--- src/rtl/tc_host.sv ---
// Host-command to timer-bus bridge with interrupt flag service (read TIFR, write-1-to-clear).
// Writes take 1 bus cycle; reads answer RD_LAT+1 cycles after the strobe; cmd_ready drops while busy or while an IRQ is pending.
module tc_host #(
  parameter int unsigned RD_LAT    = 1,
  parameter logic [7:0]  TIFR_ADDR = 8'h15,
  parameter logic [7:0]  IRQ_MASK  = 8'h07
) (
  input  logic       clk,
  input  logic       rst,
  input  logic       cmd_valid,
  output logic       cmd_ready,
  input  logic       cmd_write,
  input  logic [7:0] cmd_addr,
  input  logic [7:0] cmd_wdata,
  output logic       rsp_valid,
  output logic [7:0] rsp_data,
  output logic [7:0] addr,
  output logic [7:0] wdata,
  output logic       read,
  output logic       write,
  input  logic [7:0] rdata,
  input  logic       interrupt_request,
  output logic [7:0] irq_count,
  output logic [7:0] irq_flags
);

  typedef enum logic [2:0] {
    IDLE     = 3'd0,
    WR       = 3'd1,
    RD       = 3'd2,
    RD_WAIT  = 3'd3,
    IRQ_RD   = 3'd4,
    IRQ_WAIT = 3'd5,
    IRQ_WR   = 3'd6
  } state_t;

  localparam logic [2:0] WAIT_INIT = 3'(RD_LAT - 1);

  state_t     state, state_nxt;
  logic [2:0] wait_cnt;
  logic       wait_done;
  logic       accept;
  logic       irq_take;
  logic [7:0] irq_f;

  assign irq_f     = rdata & IRQ_MASK;
  assign wait_done = (wait_cnt == 3'd0);

  always_ff @(posedge clk or negedge rst) begin
    if (!rst) state <= IDLE;
    else      state <= state_nxt;
  end

  always_comb begin
    state_nxt = state;
    cmd_ready = 1'b0;
    read      = 1'b0;
    write     = 1'b0;
    accept    = 1'b0;
    irq_take  = 1'b0;
    case (state)
      IDLE: begin
        // A pending interrupt blocks command acceptance entirely.
        if (interrupt_request) begin
          irq_take  = 1'b1;
          state_nxt = IRQ_RD;
        end else begin
          cmd_ready = rst;
          if (cmd_valid && rst) begin
            accept    = 1'b1;
            state_nxt = cmd_write ? WR : RD;
          end
        end
      end
      WR: begin
        write     = 1'b1;
        state_nxt = IDLE;
      end
      RD: begin
        read      = 1'b1;
        state_nxt = RD_WAIT;
      end
      RD_WAIT: begin
        if (wait_done) state_nxt = IDLE;
      end
      IRQ_RD: begin
        read      = 1'b1;
        state_nxt = IRQ_WAIT;
      end
      IRQ_WAIT: begin
        if (wait_done) state_nxt = (irq_f != 8'h00) ? IRQ_WR : IDLE;
      end
      IRQ_WR: begin
        write     = 1'b1;
        state_nxt = IDLE;
      end
      default: state_nxt = IDLE;
    endcase
  end

  always_ff @(posedge clk or negedge rst) begin
    if (!rst) begin
      wait_cnt  <= 3'd0;
      addr      <= 8'h00;
      wdata     <= 8'h00;
      rsp_valid <= 1'b0;
      rsp_data  <= 8'h00;
      irq_count <= 8'h00;
      irq_flags <= 8'h00;
    end else begin
      rsp_valid <= 1'b0;
      if (accept) begin
        addr <= cmd_addr;
        if (cmd_write) wdata <= cmd_wdata;
      end
      if (irq_take) addr <= TIFR_ADDR;

      if (state == RD || state == IRQ_RD) wait_cnt <= WAIT_INIT;
      else if (!wait_done)                wait_cnt <= wait_cnt - 3'd1;

      if (state == RD_WAIT && wait_done) begin
        rsp_valid <= 1'b1;
        rsp_data  <= rdata;
      end
      // wdata carries the captured flags into IRQ_WR and on into irq_flags.
      if (state == IRQ_WAIT && wait_done && irq_f != 8'h00) wdata <= irq_f;
      if (state == IRQ_WR) begin
        irq_flags <= wdata;
        if (irq_count != 8'hFF) irq_count <= irq_count + 8'd1;
      end
    end
  end

endmodule

--- config.mk ---
export PLATFORM = sky130hd
export DESIGN_NAME = tc_host
export DESIGN_NICKNAME = d
export VERILOG_FILES = /design/src/rtl/tc_host.sv
export SDC_FILE = /design/constraint.sdc
export NUM_CORES = 1
export LEC_CHECK = 0
export CAP_MARGIN = 20
export CORE_MARGIN = 10
export CORE_UTILIZATION = 44
export CTS_CLUSTER_DIAMETER = 30
export DETAILED_ROUTE_END_ITERATION = 10
export DONT_BUFFER_PORTS = 1
export SYNTH_ARGS = -nofsm -noshare
export SYNTH_HDL_FRONTEND = slang
export SYNTH_SLANG_ARGS = --single-unit
export TNS_END_PERCENT = 5
--- constraint.sdc ---
create_clock -name clk -period 4.5 [get_ports clk]
set_clock_uncertainty 0.15 [all_clocks]
set_input_delay 0.675 -clock clk [delete_from_list [all_inputs] [get_ports clk]]
set_output_delay 0.675 -clock clk [all_outputs]
set_load 0.05 [all_outputs]
* Word level (Yosys, flattened, before mapping)
Index checks and enable logic that the tools add are counted.
** Operators by class
- Add/subtract/negate cells :: 2
- Equality and inequality tests :: 11
- Mux-type cells :: 24
- Reductions and logical operators :: 16
** Operators by type and width (count)
- $mux 8 :: 5
- $mux 3 :: 7
- $pmux 3 s5 :: 1
- $mux 1 :: 10
- $eq 3x3->1 const B :: 3
- $add 8x1->8 const B :: 1
- $ne 8x8->1 const B :: 1
- $reduce_bool 8->1 :: 1
- $eq 3x2->1 const B :: 2
- $logic_not 3->1 :: 2
- $reduce_bool 2->1 :: 3
- $logic_and 1x1->1 :: 4
- $ne 2x2->1 const B :: 2
- $reduce_and 2->1 :: 2
- $reduce_or 2->1 :: 2
- $eq 3x1->1 const B :: 1
- $ne 3x3->1 const B :: 1
- $reduce_and 3->1 :: 1
- $sub 3x1->3 const B :: 1
- $mux 2 :: 1
- $ne 2x1->1 const B :: 1
- $logic_or 1x1->1 :: 1
** Word-level totals
- Bits in registers :: 47
- Input bits :: 29
- Word-level logic and storage cells :: 61

* Depth between registers and ports, before layout
Gate-level depths: netlist of run 1.
- Word-level depth :: 6
- Gate-level depth with buffers :: 6
- Depth with buffers taken out :: 6

* Worst setup path before layout of run 1
OpenSTA, ideal clock, no wires.
- Path type :: flip-flop to output port
- From :: register state[2]
- To :: output write
- Arrival :: 1.807 ns
- Slack :: 1.868 ns
- Stages on the path, launching flop included :: 4
- Path buffers :: 1
- Cells stage by stage :: dfrtp_1 -> buf_2 -> nand2b_1 -> o21ai_0
** Between the ends
- Word-level cells in the longest chain between the ends :: 3
- Elaborated cells between the ends (all ways) :: 4
** Ends and longest elaborated chain
- start: declaration :: RTL line 39 : state_t state, state_nxt;
- start signal: assignment :: RTL line 51 : else state <= state_nxt;
- $eq 3x3->1 / $eq 3x1->1 (equally long branches) :: RTL line 61 : case (state)
- $reduce_or 2->1 (no line) (*)
- $mux 1 (*) :: RTL line 61
- end: declaration :: RTL line 20 : output logic write,
Every way passes the cells marked *; elsewhere a longest branch is shown, timed or not.

* Worst setup path after layout of run 1
Ends and elaborated chain as after synthesis.

==> impl_results.md, run 1 <==
- Post-DP HPWL: 3770 µm
- Share of the synthesized area in the top cell type: between 50% and 60%
- Clock tree from TritonCTS: built
- Post-Synth Adder-Cell Area: approximately 1.8%
- Starting Density: 46.5%
- Initial antenna violation count: 0
- Mapped Cells: roughly 190
- Nets: between 200 and 250
- Asr flop ratio synth: 100%
- All-Layer GR Usage: about an eighth
- Most common cell in the synthesized netlist: dfrtp_1
- Iter 0 DRT Violations: 45
- Critical path data arrival time: 1.98 ns
- Finish-stage setup viols: 0
- DR vias: 1423
- Setup TNS: 0 ns
- Final period util: 62.3%
- Reg2Reg Setup Slack: approximately 2.5 ns
- Post-synthesis xor/xnor area fraction: 1.69%
- Worst path bufs/invs: 0
- Max-cap violations: 0
- Register bit total from synthesis: 47
- Unrepaired setup endpoints after global routing: false
- Post-CTS Setup Repair Bufs: 0
- Fin. max-slew vios: 0
- Resize count post-CTS: 0
- Fin area: 0.00222 mm²
- Status: complete, no violations
- Required @ worst endpoint: 3.67 ns
- IR drop worst, VDD: 0.388 mV
- Clock Power Share: 14.0%
- LEAKAGE: 1.06 nW
- Worst r2r path cells: 4
- Final hold violation count: 0
- Total CTS buffers: 5
- Syn Area/Cell: 11.1 µm²
- Power Density: 789 mW/mm²
- Area of the multi-input gates: approximately 850 µm²
- Yosys top cell by area: dfrtp_1
- Largest net degree at the start of global routing: 48
- Share of layout cells above drive strength 1: 11.1%
- YS warnings: 0
- Final GP Congestion: between 0.7 and 0.8
- Most area-consuming cells after synthesis: dfrtp_1, nand2_1, mux2_2, a22o_1, nor2_1
- Clock Tree Root: clkbuf_8
- Ant. Diodes: 0
- Worst r2r src: state[2]
- Critical path class: reg -> out
- CP Cell Sequence: nand3b_1, o21ai_1
- Worst slew pin tran: 1.11 ns
- Site Rows: 24
- Main combinational cell family by area after synthesis: simple AND/OR/NAND/NOR gates
- Startpoint Class: register
- Seq/Total Area, Yosys: 56.9%
- Dominant synthesized flop cell: dfrtp_1
- CP max stage delay: 0.69 ns
- Switching Power: slightly above 0.0009 W
- CTS Buffer Depth: 2
- Combinational share of power: roughly a fifth
- Worst-Skew Late Latency: between 0.2 and 0.3 ns
- Switching part of the total: 53.1%
- CTS sink cnt: 47
- Max H-tree Level: 2
- Fmax: 357 MHz
- Instance area at placement: 0.00211 mm²
- Drt total wl: 4910 µm
- EDFF count, synth: 0
- Reg2Reg Capture Point: irq_count[7]
- Min-Delay Path Class: in -> async
- Ports: 73
- Core outline area: between 0.004 and 0.005 mm²
- Fillcell total: roughly 400
- Crit Path Max Fanout: 15
- Yosys cell types: 37
- Wire length per cell: 20.3 µm
- Area delta synth->final: 7.56%
- Fin crit period: 2.80 ns
- Die area: 0.00784 mm²
- Vias in the first global route: 1516
- Synth Cell Area: roughly 0.0021 mm²
- Final Power: 0.00175 W
- Commonest cells post-synth: dfrtp_1, nand2_1, nor2_1
- Antenna-violating nets left: 0
- Internal power: 0.000824 W
- Synth Area in Compound Gates: 13.7%
- Die H: 88.6 µm
- First-pass GRT wire length: 7950 µm
- PortBufs: 0
- Die width: 88.6 µm
- Slowest cell on the critical path: o21ai_1
- Worst slew margin: approximately a quarter
- Crit path max-delay family: compound AO/OA/AOI/OAI gates
- Grt total ovfl: 0
- Clock slew at reported path FFs: 0.08 ns
- Critical Path End Type: output pin
- DRC: 0
- Synth Net Count: around 220
- Vias/cell: ~5.9
- Storage cell area: 0.00118 mm²
- Router iterations before antenna repair: 4
- Seq pwr share: ~66%
- Synth Area in Simple Gates: between 10% and 20%
- Multiplexer area fraction after synthesis: 5.87%
==> cell families after synthesis <==
family / after synthesis
compound gates: 38
xor+xnor: 4
fa+ha+maj: 3
buf+inv: 9
flops: 47
mux: 11
simple gates: 75
==> repair_timing <==
item,4_1_cts,5_1_grt
endpoints found under the setup margin,0,0
hold buffers,1,0
hold endpoints to repair,47,0
==> cell usage in the layout (no fill, tap or decap), types with 2 or more instances in the layout <==
cell type	netlist	routed
nor3_1	3	3
xnor2_1	3	3
a21o_1	3	3
mux2_2	9	9
clkbuf_8	0	6
a22o_1	11	11
a211oi_1	2	2
nand4_1	2	2
nand3b_1	5	5
nor4_1	2	2
nand3_1	6	6
o21ai_0	3	2
nand2_1	31	31
inv_1	4	4
o22a_1	3	3
dfrtp_1	47	47
a31oi_1	2	2
nor2_1	13	13
mux2i_1	2	2
and3_1	2	2
o21a_1	2	2
nor2b_1	2	2
a21oi_1	8	8
ha_1	3	3
nand2b_1	3	3
==> through the flow <==
stage,worst slack (ns),hold WS (ns),std cells,util (%)
after floorplan,1.87,0.229,187,-
after global placement,2.06,0.231,234,47.5
after detailed placement,1.97,0.231,234,47.5
after CTS,1.66,0.0826,242,50.1
after global routing,1.57,0.0715,242,50.1
final,1.70,0.0676,242,50.1
==> cell type report <==
cell class	count	share of cell area, %
sequential	47	52.9
timing repair buffer	1	1.24
tap	52	2.92
inverter	4	0.675
clock buffer	6	3.71
clock inverter	1	0.225
multi-input combinational	131	38.4
==> per-layer routing <==
metal / share of wire (%) / track usage [%] / up-vias / wire [µm]
met2: 52 / 22.0 / 41 / 2570
li1: - / - / 667 / -
met4: 0.79 / 3.67 / 0 / 39
met5: 0 / 0 / - / 0
met3: 11 / 6.99 / 4 / 516
met1: 36 / 13.7 / 711 / 1770
==> worst reg2reg max path: stages, from the launching register on <==
cell	delay (ns)
dfrtp_1	0.59
nand3b_1	0.42
nor3_1	0.45
nand3_1	0.14
mux2i_1	0.15
==> sequential cells by signal (all words and copies together) (netlist names) <==
signal	flops
addr	8
irq_flags	8
wdata	8
rsp_data	8
state	3
wait_cnt	3
rsp_valid	1
irq_count	8
==> worst max path at each step <==
stage	from	slack [ns]	to	cells after the start
floorplan	state[2]	1.87	write	3
global placement	state[2]	2.06	write	2
detailed placement	state[2]	1.97	write	2
CTS	state[2]	1.66	write	2
global route	state[2]	1.57	write	2
finish	state[2]	1.70	write	2
==> power by group through the flow <==
stage                     clock [W]  sequential [W]  combinational [W]
after CTS                  0.000255         0.00117           0.000351
final                      0.000245         0.00116           0.000345
after detailed placement          0         0.00118           0.000340
after floorplan                   0         0.00110           0.000322
after global routing       0.000275         0.00119           0.000388
after global placement            0         0.00117           0.000324
No activity file was read; power rests on OpenSTA's default activity.
==> run 2, diff against run 1 <==
==> constraint.sdc (replaced) <==
create_clock -name clk -period 2.7 [get_ports clk]
set_clock_uncertainty 0.15 [all_clocks]
set_input_delay 0.405 -clock clk [delete_from_list [all_inputs] [get_ports clk]]
set_output_delay 0.405 -clock clk [all_outputs]
set_load 0.05 [all_outputs]
==> impl_results.md, run 2 (synthesized netlist as in run 1, its figures left out) <==
- Commonest non-fill, non-tap cell in the layout: dfrtp_1 (unchanged)
- Die area: 0.00784 mm² (unchanged)
- Status: complete, no violations (unchanged)
- Die H: 88.6 µm (unchanged)
- Nets: 225 (was 222)
- Clock Power Share: 13.6% (was 14.0%)
- Fin cells: 246 (was 242)
- Critical path data arrival time: 1.80 ns (was 1.98 ns)
- Site Rows: 24 (unchanged)
- Switching part of the total: 53.2% (was 53.1%)
- Critical path class: reg -> out (unchanged)
- Fin. max-slew vios: 0 (unchanged)
- Ant. Diodes: 0 (unchanged)
- CTS sink cnt: 47 (unchanged)
- Post-CTS Setup Repair Bufs: 0 (unchanged)
- Total CTS buffers: 5 (unchanged)
- CP Cell Sequence: nor4_1, and2_1 (was nand3b_1, o21ai_1)
- Grt total ovfl: 0 (unchanged)
- Final hold violation count: 0 (unchanged)
- Share of layout cells above drive strength 1: 11.9% (was 11.1%)
- Worst path bufs/invs: 0 (unchanged)
- Largest net degree at the start of global routing: 48 (unchanged)
- Seq pwr share: 65.9% (was 66.4%)
- Resize count post-CTS: 0 (unchanged)
- Core outline area: 0.00444 mm² (unchanged)
- Worst-Skew Late Latency: 0.29 ns (was 0.28 ns)
- Unrepaired setup endpoints after global routing: false (unchanged)
- Area of the multi-input gates: 853 µm² (unchanged)
- Clock tree from TritonCTS: built (unchanged)
- Initial antenna violation count: 0 (unchanged)
- Fmax: 425 MHz
- Starting Density: 46.5% (unchanged)
- Drt total wl: 4790 µm (was 4910 µm)
- Clock Tree Root: clkbuf_8 (unchanged)
- CP max stage delay: 0.52 ns (was 0.69 ns)
- Fillcell total: 390 (was 410)
- Switching Power: 0.00156 W (was 0.000931 W)
- Worst slew margin: 48.1% (was 25.5%)
- Final GP Congestion: 0.822 (was 0.776)
- Fin crit period: 2.36 ns
- Setup TNS: 0 ns (unchanged)
- PortBufs: 0 (unchanged)
- LEAKAGE: 1.07 nW (was 1.06 nW)
- Startpoint Class: register (unchanged)
- Worst r2r src: state[2] (unchanged)
- Storage cell area: 0.00118 mm² (unchanged)
- DRC: 0 (unchanged)
- Vias/cell: 5.81 (was 5.88)
- Max-cap violations: 0 (unchanged)
- Combinational share of power: 20.5% (was 19.7%)
- Iter 0 DRT Violations: 59 (was 45)
- Die width: 88.6 µm (unchanged)
- Cell total after placement: 236 (was 234)
- Area delta synth->final: 8.65% (was 7.56%)
- Crit path max-delay family: simple AND/OR/NAND/NOR gates (was compound AO/OA/AOI/OAI gates)
- Router iterations before antenna repair: 4 (unchanged)
- Worst slew pin tran: 0.771 ns (was 1.11 ns)
- Min-Delay Path Class: in -> reg (was in -> async)
- IR drop worst, VDD: 0.679 mV (was 0.388 mV)
- CTS Buffer Depth: 2 (unchanged)
- Required @ worst endpoint: 2.14 ns (was 3.67 ns)
- Internal power: 0.00138 W (was 0.000824 W)
- Final period util: 87.2%
- Antenna-violating nets left: 0 (unchanged)
- Slowest cell on the critical path: dfrtp_1 (was o21ai_1)
- Final core utilization: 50.6% (was 50.1%)
- Wire length per cell: 19.5 µm (was 20.3 µm)
- Power Density: 1310 mW/mm² (was 789 mW/mm²)
- Post-DP HPWL: 3720 µm (was 3770 µm)
- Hold Crit Start: cmd_addr[2]
- Ports: 73 (unchanged)
- Hold_buf cts: 2 (was 1)
- Finish-stage setup viols: 0 (unchanged)
- Hold slack: 0.0866 ns (was 0.0676 ns)
- Max H-tree Level: 2 (unchanged)
- Worst Setup SP: state[1] (was state[2])
- Crit Path Max Fanout: 14 (was 15)
- Vias in the first global route: 1489 (was 1516)
- DR vias: 1429 (was 1423)
- Most frequent cells in the layout: dfrtp_1, nand2_1, nor2_1 (unchanged)
- Clock slew at reported path FFs: 0.08 ns (about the same)
- Critical Path End Type: output pin (unchanged)
- All-Layer GR Usage: 12.6% (was 13.0%)
- First-pass GRT wire length: 7760 µm (was 7950 µm)
==> run 2: cell types whose count changed in the layout (fill, tap and decap cells not counted) <==
cell / delta
buf_4: +2
clkbuf_1: +1
clkbuf_8: -1
clkinvlp_4: +1
dlygate4sd3_1: +1
==> run 2: routing by layer <==
metal	global-route usage, %	share of wire, %
met5	0	0
met4	3.67	1.3
met3	7.54	12
met2	20.8	51
met1	13.5	35
==> run 2: cell type report <==
| class | count | share of cell area, % |
|---|---|---|
| Tap cell | 52 | 2.90 |
| Clock buffer | 6 | 3.23 |
| Multi-Input combinational cell | 131 | 38.0 |
| Timing Repair Buffer | 4 | 2.34 |
| Clock inverter | 2 | 0.557 |
| Sequential cell | 47 | 52.3 |
| Inverter | 4 | 0.668 |
==> run 2: path summary, 6_finish.rpt <==
kind	depth (start not counted)	to	slack (ns)
max	2	cmd_ready	0.34
min	1	addr[2]	0.09
max reg2reg	4	irq_count[7]	0.66
min reg2reg	2	wait_cnt[1]	0.43
max in group asynchronous	2	wait_cnt[0]	1.72
min in group asynchronous	2	irq_count[1]	0.45
==> run 2: metrics by stage <==
step	worst slack (ns)	power, W	instance area (µm²)
after floorplan	0.338	0.00237	2070
after global placement	0.721	0.00252	2120
after detailed placement	0.670	0.00256	2120
after CTS	0.345	0.00298	2250
after global routing	0.172	0.00311	2250
final	0.345	0.00294	2250
==> run 2: power groups by stage <==
stage / Clock (W) / Sequential [W] / Combinational, W
6_report: 0.000400 / 0.00194 / 0.000604
5_1_grt: 0.000447 / 0.00198 / 0.000683
4_1_cts: 0.000418 / 0.00195 / 0.000615
3_3_place_gp: 0 / 0.00195 / 0.000568
3_5_place_dp: 0 / 0.00197 / 0.000594
2_1_floorplan: 0 / 0.00183 / 0.000537
==> run 3, diff against run 2 <==
--- a/config.mk
+++ b/config.mk
@@ -7,10 +7,11 @@
 export LEC_CHECK = 0
 export CAP_MARGIN = 20
 export CORE_MARGIN = 10
-export CORE_UTILIZATION = 44
+export CORE_UTILIZATION = 62
 export CTS_CLUSTER_DIAMETER = 30
 export DETAILED_ROUTE_END_ITERATION = 10
 export DONT_BUFFER_PORTS = 1
+export PLACE_DENSITY = 0.78
 export SYNTH_ARGS = -nofsm -noshare
 export SYNTH_HDL_FRONTEND = slang
 export SYNTH_SLANG_ARGS = --single-unit
==> impl_results.md, run 3 (synthesized netlist as in run 1, its figures left out) <==
- Die H: 77.8 µm (was 88.6 µm)
- Area of the multi-input gates: 853 µm² (unchanged)
- Site Rows: 20 (was 24)
- Combinational share of power: 21.2% (was 20.5%)
- Resize count post-CTS: 0 (unchanged)
- Nets: 229 (was 225)
- Startpoint Class: register (unchanged)
- Fin crit period: 2.44 ns (was 2.36 ns)
- Max H-tree Level: 2 (unchanged)
- Internal power: 0.00135 W (was 0.00138 W)
- Worst Setup SP: state[1] (unchanged)
- Share of layout cells above drive strength 1: 12.1% (was 11.9%)
- Crit path to: cmd_ready (unchanged)
- Total CTS buffers: 5 (unchanged)
- Area delta synth->final: 9.50% (was 8.65%)
- Crit Path Max Fanout: 14 (unchanged)
- Hold Crit Start: cmd_addr[7] (was cmd_addr[2])
- Reg2Reg Capture Point: irq_count[1] (was irq_count[7])
- Status: complete, no violations (unchanged)
- Cell total after placement: 228 (was 236)
- Critical path class: reg -> out (unchanged)
- Power Density: 1290 mW/mm² (was 1310 mW/mm²)
- Iter 0 DRT Violations: 135 (was 59)
- Wire length per cell: 19.7 µm (was 19.5 µm)
- Clock tree from TritonCTS: built (unchanged)
- Post-CTS Setup Repair Bufs: 0 (unchanged)
- Final GP Congestion: 0.800 (was 0.822)
- Hold_buf cts: 2 (unchanged)
- Worst-Skew Late Latency: 0.36 ns (was 0.29 ns)
- Switching part of the total: 53.7% (was 53.2%)
- Worst slew margin: 50.8% (was 48.1%)
- Fmax: 410 MHz (was 425 MHz)
- Switching Power: 0.00157 W (was 0.00156 W)
- CTS sink cnt: 47 (unchanged)
- Seq pwr share: 66.3% (was 65.9%)
- Unrepaired setup endpoints after global routing: false (unchanged)
- DR vias: 1471 (was 1429)
- Storage cell area: 0.00118 mm² (unchanged)
- Initial antenna violation count: 0 (unchanged)
- Final hold violation count: 0 (unchanged)
- Vias in the first global route: 1483 (was 1489)
- IR drop worst, VDD: 0.792 mV (was 0.679 mV)
- Worst r2r path cells: 3 (was 4)
- Post-DP HPWL: 3510 µm (was 3720 µm)
- Fin cells: 242 (was 246)
- Commonest non-fill, non-tap cell in the layout: dfrtp_1 (unchanged)
- Router iterations before antenna repair: 5 (was 4)
- Clock Power Share: 12.5% (was 13.6%)
- Final period util: 90.4% (was 87.2%)
- Required @ worst endpoint: 2.14 ns (about the same)
- Clock slew at reported path FFs: 0.13 ns (was 0.08 ns)
- Max-cap violations: 0 (unchanged)
- Most frequent cells in the layout: dfrtp_1, nand2_1, nor2_1 (unchanged)
- Clock Tree Root: clkbuf_4 (was clkbuf_8)
- Antenna-violating nets left: 0 (unchanged)
- Finish-stage setup viols: 0 (unchanged)
- Setup TNS: 0 ns (unchanged)
- Reg2Reg Setup Slack: 0.72 ns (was 0.66 ns)
- LEAKAGE: 1.08 nW (was 1.07 nW)
- Critical path data arrival time: 1.89 ns (was 1.80 ns)
- CTS Buffer Depth: 2 (unchanged)
- Fillcell total: 213 (was 390)
- DRC: 0 (unchanged)
- Largest net degree at the start of global routing: 48 (unchanged)
- Grt total ovfl: 0 (unchanged)
- Starting Density: 66.1% (was 46.5%)
- Die width: 77.8 µm (was 88.6 µm)
- Drt total wl: 4770 µm (was 4790 µm)
- Worst r2r src: state[2] (unchanged)
- Die area: 0.00605 mm² (was 0.00784 mm²)
- Worst slew pin tran: 0.732 ns (was 0.771 ns)
- Ant. Diodes: 0 (unchanged)
- Core outline area: 0.00313 mm² (was 0.00444 mm²)
- PortBufs: 0 (unchanged)
- Ports: 73 (unchanged)
- Hold slack: 0.0303 ns (was 0.0866 ns)
- Min-Delay Path Class: in -> reg (unchanged)
- Vias/cell: 6.08 (was 5.81)
- Fin. max-slew vios: 0 (unchanged)
- First-pass GRT wire length: 7800 µm (was 7760 µm)
- Critical Path End Type: output pin (unchanged)
- All-Layer GR Usage: 15.8% (was 12.6%)
run 3: layout make-up:
class | count | share of cell area, %
multi-input combinational | 131 | 37.7
clock buffer | 7 | 2.87
sequential | 47 | 51.9
tap | 44 | 2.43
inverter | 4 | 0.663
timing repair buffer | 8 | 4.09
clock inverter | 1 | 0.331
run 3: layer usage:
layer / part of all wire [%] / global-route usage [%]
met4: 0.71 / 5.47
met2: 50 / 25.3
met5: 0 / 0
met1: 36 / 17.4
met3: 13 / 8.76
run 3: worst min-delay path by stage:
stage,end,cells past startpoint,slack (ns)
detailed placement,addr[7],0,-0.04
global placement,addr[1],0,-0.04
global route,wdata[4],1,0.005
CTS,addr[0],1,0.01
floorplan,addr[0],0,-0.04
finish,addr[7],2,0.03
run 3: metrics by stage:
stage | total power, W | instance area (µm²) | setup slack, ns | utilization, %
floorplan | 0.00237 | 2070 | 0.338 | -
global placement | 0.00251 | 2110 | 0.706 | 67.6
detailed placement | 0.00255 | 2110 | 0.694 | 67.6
CTS | 0.00293 | 2220 | 0.270 | 71.1
global route | 0.00308 | 2260 | 0.126 | 72.4
finish | 0.00292 | 2260 | 0.259 | 72.4
run 3: power groups by stage:
| stage | Sequential, W | Combinational [W] | Clock, W |
|---|---|---|---|
| final | 0.00194 | 0.000618 | 0.000363 |
| after global routing | 0.00198 | 0.000697 | 0.000405 |
| after detailed placement | 0.00196 | 0.000595 | 0 |
| after floorplan | 0.00183 | 0.000537 | 0 |
| after global placement | 0.00194 | 0.000569 | 0 |
| after CTS | 0.00194 | 0.000620 | 0.000370 |
run 3: critical path: stages (launching register included):
cell	delay, ns
dfrtp_1	0.54
nor4_1	0.47
and2_1	0.51
